`config.mk`:
```
export PLATFORM = sky130hd
export DESIGN_NAME = minc_seq
export DESIGN_NICKNAME = d
export VERILOG_FILES = /design/src/rtl/minc_seq.sv
export SDC_FILE = /design/constraint.sdc
export NUM_CORES = 1
export LEC_CHECK = 0
export CAP_MARGIN = 20
export CORE_MARGIN = 3
export CORE_UTILIZATION = 50
export DETAILED_ROUTE_END_ITERATION = 8
export GPL_ROUTABILITY_DRIVEN = 0
export PLACE_DENSITY = 0.78
export SLEW_MARGIN = 25
export SYNTH_ARGS = -nofsm -noshare
export SYNTH_HDL_FRONTEND = slang
export SYNTH_SLANG_ARGS = --single-unit
```
`constraint.sdc`:
```
create_clock -name CLK -period 6.39 [get_ports CLK]
set_input_delay 1.278 -clock CLK [delete_from_list [all_inputs] [get_ports CLK]]
set_output_delay 1.278 -clock CLK [all_outputs]
set_load 0.02 [all_outputs]
```
`src/rtl/minc_seq.sv`:
```
// minc_seq: fetch/execute sequencer for a tiny 8-bit stack machine.
// The top of stack lives in a register; the rest of the stack is in an external single-port RAM.
module minc_seq #(
  parameter int         MUL_EN  = 1,
  parameter logic [7:0] SP_INIT = 8'h00
) (
  input  logic        CLK,
  input  logic        RESET,
  input  logic        run,
  output logic        imem_req,
  output logic [7:0]  imem_addr,
  input  logic        imem_ack,
  input  logic [11:0] imem_data,
  output logic [7:0]  ram_addr,
  output logic        ram_we,
  output logic [7:0]  ram_wdata,
  input  logic [7:0]  ram_rdata,
  output logic [7:0]  pc_out,
  output logic [7:0]  sp_out,
  output logic [7:0]  top_out,
  output logic        halted,
  output logic [1:0]  dbg_state
);

  localparam logic [1:0] S_FETCH = 2'd0;
  localparam logic [1:0] S_EXEC  = 2'd1;
  localparam logic [1:0] S_WB    = 2'd2;
  localparam logic [1:0] S_HALT  = 2'd3;

  localparam logic [3:0] OP_PUSH = 4'h0;
  localparam logic [3:0] OP_ADD  = 4'h4;
  localparam logic [3:0] OP_SUB  = 4'h5;
  localparam logic [3:0] OP_MUL  = 4'h6;
  localparam logic [3:0] OP_HALT = 4'h8;

  logic [1:0]  state_q, state_d;
  logic [7:0]  pc_q, pc_d;
  logic [7:0]  sp_q, sp_d;
  logic [7:0]  top_q, top_d;
  logic        halted_q, halted_d;
  logic [11:0] ir_q, ir_d;
  logic        req_q, req_d;

  logic [3:0]  opcode;
  logic [7:0]  imm;
  logic [7:0]  sp_inc;
  logic [7:0]  sp_dec;
  logic        is_binop;
  logic        fetch_req;
  logic [7:0]  alu_res;

  assign opcode   = ir_q[11:8];
  assign imm      = ir_q[7:0];
  assign sp_inc   = sp_q + 8'd1;
  assign sp_dec   = sp_q - 8'd1;
  assign is_binop = (opcode == OP_ADD) || (opcode == OP_SUB) ||
                    ((opcode == OP_MUL) && (MUL_EN != 0));

  // NOS arrives on ram_rdata in WB; SUB is NOS minus TOP.
  always_comb begin
    case (opcode)
      OP_ADD:  alu_res = ram_rdata + top_q;
      OP_SUB:  alu_res = ram_rdata - top_q;
      default: alu_res = ram_rdata * top_q;
    endcase
  end

  // imem handshake: once imem_req rises it stays high with imem_addr stable until an
  // edge with imem_ack=1; imem_ack is only honoured on edges where imem_req is high.
  always_comb begin
    state_d   = state_q;
    pc_d      = pc_q;
    sp_d      = sp_q;
    top_d     = top_q;
    halted_d  = halted_q;
    ir_d      = ir_q;
    req_d     = req_q;
    fetch_req = 1'b0;
    ram_addr  = sp_q;
    ram_we    = 1'b0;
    ram_wdata = 8'h00;
    case (state_q)
      S_FETCH: begin
        fetch_req = run | req_q;
        if (fetch_req) begin
          if (imem_ack) begin
            ir_d    = imem_data;
            req_d   = 1'b0;
            state_d = S_EXEC;
          end else begin
            req_d = 1'b1;
          end
        end
      end
      S_EXEC: begin
        if (opcode == OP_PUSH) begin
          ram_addr  = sp_inc;
          ram_we    = 1'b1;
          ram_wdata = imm;
          sp_d      = sp_inc;
          top_d     = imm;
          pc_d      = pc_q + 8'd1;
          state_d   = S_FETCH;
        end else if (is_binop) begin
          ram_addr = sp_dec;
          state_d  = S_WB;
        end else if (opcode == OP_HALT) begin
          halted_d = 1'b1;
          state_d  = S_HALT;
        end else begin
          pc_d    = pc_q + 8'd1;
          state_d = S_FETCH;
        end
      end
      S_WB: begin
        ram_addr  = sp_dec;
        ram_we    = 1'b1;
        ram_wdata = alu_res;
        sp_d      = sp_dec;
        top_d     = alu_res;
        pc_d      = pc_q + 8'd1;
        state_d   = S_FETCH;
      end
      default: ;
    endcase
    if (RESET) begin
      fetch_req = 1'b0;
      ram_we    = 1'b0;
    end
  end

  always_ff @(posedge CLK) begin
    if (RESET) begin
      state_q  <= S_FETCH;
      pc_q     <= 8'h00;
      sp_q     <= SP_INIT;
      top_q    <= 8'h00;
      halted_q <= 1'b0;
      ir_q     <= 12'h000;
      req_q    <= 1'b0;
    end else begin
      state_q  <= state_d;
      pc_q     <= pc_d;
      sp_q     <= sp_d;
      top_q    <= top_d;
      halted_q <= halted_d;
      ir_q     <= ir_d;
      req_q    <= req_d;
    end
  end

  assign imem_req  = fetch_req;
  assign imem_addr = pc_q;
  assign pc_out    = pc_q;
  assign sp_out    = sp_q;
  assign top_out   = top_q;
  assign halted    = halted_q;
  assign dbg_state = state_q;

endmodule

```
; Word level (Yosys, flattened, before mapping)
; Index checks and enable logic that the tools add are counted.
[word_totals]
elab_cells = 65
rom_bits = 0
regBits = 40
mem_bits_rw = 0
latch_bits = 0
n_memories = 0
[classes]
bitwise = 3
n_reduce_logical = 12
n_eq_ne = 11
n_lt_le_gt_ge = 0
addsub = 5
mul = 1
div_mod_pow = 0
n_shift = 0
n_mux = 26
[op_table]
columns = operator, n
row1 = $pmux 8 s2, 6
row2 = $mux 8, 8
row3 = $add 8x1->8 const B, 2
row4 = $eq 4x3->1 const B, 3
row5 = $mux 2, 5
row6 = $reduce_and 3->1, 3
row7 = $add 8x8->8, 1
row8 = $mul 8x8->8, 1
row9 = $sub 8x1->8 const B, 1
row10 = $sub 8x8->8, 1
row11 = $ne 2x2->1 const B, 3
row12 = $ne 3x3->1 const B, 2
row13 = $pmux 2 s3, 1
row14 = $mux 1, 5
row15 = $eq 4x4->1 const B, 1
row16 = $logic_not 4->1, 1
row17 = $reduce_and 2->1, 2
row18 = $reduce_and 4->1, 1
row19 = $reduce_bool 3->1, 1
row20 = $eq 2x1->1 const B, 1
row21 = $eq 2x2->1 const B, 1
row22 = $logic_not 2->1, 1
row23 = $logic_or 1x1->1, 2
row24 = $not 1->1, 2
row25 = 3 further kinds, 3

; Longest topological paths before layout
[depth]
ltp_word = 6
depth_mapped = 18
ltp_nobuf = 17

; Least setup slack after synthesis
; OpenSTA, ideal clock, no wires.
[synth_timing]
kind = input-to-output
startpoint = input ram_rdata[1]
endpoint = output ram_wdata[7]
arrival_time_ps = 4890
path_slack_ps = 222
stages = 14
t_required_ps = 5112
cell_sequence = nand2_1 > fa_1 > fa_1 > inv_1 > fa_1 > inv_1 > fa_1 > xor2_1 > xnor3_1 > xnor3_1 > xnor3_1 > nor2_1 > o21ai_1 > a21oi_1
[synth_via]
elab_chain_cells = 3
[synth_rtl]
columns = element, line_no
row1 = start: declaration, 17  ; input logic [7:0] ram_rdata,
row2 = $mul 8x8->8 (tied with other cells), 64  ; default: alu_res = ram_rdata * top_q;
row3 = $pmux 8 s2 (*), 61  ; case (opcode)
row4 = $pmux 8 s2 (*), 82  ; case (state_q)
row5 = end: declaration, 16  ; output logic [7:0] ram_wdata,
; Every way passes the cells marked *; elsewhere a longest branch is shown, timed or not.

; Worst setup path after layout
[layout_timing]
startpoint = input ram_rdata[2]
endpoint = output ram_wdata[7]
; The elaborated chain is that of the path after synthesis.

==> flow_metrics.env <==
export IMPL_setup_viol_count_final=0
export IMPL_timing_final_max_slew_violations=0
export IMPL_synth_seq_cells=40
export IMPL_fin_crit_ns=6.24
export IMPL_path_cells="clkdlybuf4s15_1 > buf_6 > nand2_1 > fa_2 > inv_2 > fa_1 > ha_1 > inv_1 > fa_1 > inv_1 > ha_1 > a21o_1 > a21oi_2 > xnor3_1 > nor2_2 > o21ai_2 > a21oi_2 > buf_4"
export IMPL_ios=77
export IMPL_finalHoldViolCount=0
export IMPL_nets=655
export IMPL_p_total_uw=844
export IMPL_ant_nets=0
export IMPL_required_ns=5.11
export IMPL_grt_pass1_wl_um=17600
export IMPL_p_leak_nw=2.11
export IMPL_cts_made_buffers=5
export IMPL_synth_area_um2=3890
export IMPL_path_depth=18
export IMPL_wl_per_cell_um=15.6
export IMPL_wirelength_um=10700
export IMPL_status="finished, final reports clean"
export IMPL_path_max_fanout=5
export IMPL_clock_fmax_mhz=160
export IMPL_path_delay_family="adder cells"
export IMPL_num_antenna_cells=0
export IMPL_overflow=0
export IMPL_powerDensity_nw_per_um2=171
export IMPL_initial_core_util=0.525
export IMPL_synthArstFlopShare=0
export IMPL_dpl_hpwl_um=8090
export IMPL_crit_path_end_kind="primary output"
export IMPL_syn_inst=519
export IMPL_syn_nets=588
export IMPL_crit_arrival_ns=4.96
export IMPL_holdPathStages=2
export IMPL_synth_seq_area_share=0.206
export IMPL_synthDistinctLibCells=58
export IMPL_die_w_um=94.2
export IMPL_coreArea_um2=7410
export IMPL_drt_initial_drc_count=324
export IMPL_cts_tree="built"
export IMPL_finalNonFillerCells=686
export IMPL_skew_ns=0.0123
export IMPL_drc=0
export IMPL_grt_pass1_vias=3683
export IMPL_drive_gt1_frac=0.0971
export IMPL_avgSynthCellArea_um2=7.49
export IMPL_cp_slowest_stage_delay_ns=0.53
export IMPL_die_h_um=94.2
export IMPL_dpl_cell_count=677
export IMPL_reg2reg_depth=16
export IMPL_htree_levels=2
export IMPL_worst_path_buf_inv=6
export IMPL_first_pass_iters=5
export IMPL_vias=3855
export IMPL_slowest_stage="fa_1"
export IMPL_maxSlewHeadroom=0.467
export IMPL_drt_vias_per_instance=5.62
export IMPL_hp_class="register to register"
export IMPL_die_area_um2=8870
export IMPL_grtUsageTotal=0.247
export IMPL_synth_flop_cell="dfxtp_1"
export IMPL_grt_start_max_net_pins=28
export IMPL_cap_violations=0
export IMPL_worst_slew_pin_transition_ns=0.797
export IMPL_synth_edf_count=0
export IMPL_cts_clk_slew_worst_paths_ns=0.07
export IMPL_final_period_utilization=0.976
export IMPL_fp_row_count=31
export IMPL_clk_path_buf_depth=2
export IMPL_clock_root_buffer="clkbuf_8"
export IMPL_antenna_found_initial=0
export IMPL_max_vdd_ir_drop_uv=139
export IMPL_ys_warn_count=0
export IMPL_worst_skew_pair_late_latency_ns=0.29
export IMPL_io_buffers=76
export IMPL_areaGrowthSynthToFinish_pct=26.7
export IMPL_startpoint_type="input port"
export IMPL_critPathKind="input port to primary output"
export IMPL_clock_sinks=40
## cells in the final DEF (no fill, tap or decap), drive strengths merged, types with 4 or more instances in the layout
cell	Yosys	layout
nand2b	4	4
nor3	8	8
o22ai	6	6
dfxtp	40	40
or3	4	4
clkdlybuf4s50	0	68
xnor2	19	19
xor2	14	14
inv	43	43
mux2i	15	15
nor2	56	56
nand2	66	66
o21ai	29	29
a311oi	4	4
clkbuf	25	7
a22oi	4	4
a21o	6	6
nand3	10	10
o211ai	7	7
fa	13	13
a21oi	37	37
dlygate4sd2	0	4
and2	17	17
ha	32	32
a31oi	6	6
buf	13	24
## layout make-up
type | instances | area, µm²
well taps | 99 | 124
fillers | 633 | 2480
multi-input cells | 397 | 2820
clock buffers | 6 | 82.6
repair buffers | 98 | 922
flip-flops and latches | 40 | 801
clock inverters | 2 | 10.0
inverters | 44 | 165
## cell usage after synthesis (7+ instances only)
master,number,share of area
inv_1,41,0.040
o21ai_1,14,0.018
xor2_1,14,0.032
clkbuf_1,25,0.024
mux2i_1,15,0.039
nor2_1,55,0.053
nor3_1,7,0.0090
dfxtp_1,40,0.21
nand2_1,66,0.064
xnor2_1,19,0.043
nand3_1,10,0.013
and2_1,16,0.026
a21oi_1,37,0.048
o211ai_1,7,0.014
buf_4,9,0.017
o21ai_0,15,0.019
fa_1,13,0.067
ha_1,32,0.10
## stage by stage
step / utilization / setup WS [ns] / TNS (ns) / instance area (µm²) / hold slack [ns]
floorplan: - / 0.222 / 0 / 3890 / 0.471
global placement: 0.641 / -0.846 / -1.97 / 4750 / 0.439
detailed placement: 0.641 / -0.967 / -2.18 / 4750 / 0.452
CTS: 0.657 / 0.0825 / 0 / 4860 / 0.466
global route: 0.665 / -0.0194 / -0.0197 / 4930 / 0.492
finish: 0.665 / 0.155 / 0 / 4930 / 0.455
## logic make-up (layout without fill, tap and decap cells)
group / count (synthesis) / in the layout / synth area share
AOI/OAI and AO/OA: 118 / 118 / 0.190
xor gates and xnor gates: 36 / 36 / 0.0917
adders and majority gates: 45 / 45 / 0.170
buffers and inverters: 82 / 150 / 0.0888
DFF: 40 / 40 / 0.206
muxes: 15 / 15 / 0.0386
and+or+nand+nor: 183 / 183 / 0.215
## registers in the layout, summed over array words and instances, names as in the netlist
| name | flops |
|---|---|
| halted | 1 |
| imem_addr | 8 |
| sp_out | 8 |
| top_out | 8 |
| req_q | 1 |
| dbg_state | 2 |
| ir_q | 12 |
## final timing paths
kind / start / endpoint / slack [ns]
max: ram_rdata[2] / ram_wdata[7] / 0.15
min: halted / halted / 0.46
max reg2reg: top_out[3] / top_out[7] / 2.52
min reg2reg: halted / halted / 0.46
## tightest hold or removal path, stage by stage (launching register included)
cell and delay (ns):
dfxtp_1 0.31, inv_1 0.04, a21oi_1 0.05
## per-layer routing
metal	track usage	routed length [µm]	vias to the layer above	part of all wire
li1	-	-	1883	-
met5	0	0	-	0
met2	0.410	5090	145	0.48
met4	0.0602	148	0	0.014
met1	0.334	4880	1815	0.46
met3	0.0385	583	12	0.054
## power by group
group	internal, mW	switching [mW]	leakage (nW)
combinational	0.167	0.215	1.73
clock	0.0863	0.0908	0.0510
sequential	0.263	0.0220	0.325
## timing repair
item,4_1_cts,5_1_grt
buffers inserted,0,1
hold endpoints to repair,0,0
pin swaps,9,6
setup endpoints to repair,4,3
gates cloned,0,0
hold buffers,0,0
gates resized for setup,24,16
Power figures use the tool's default switching activity.
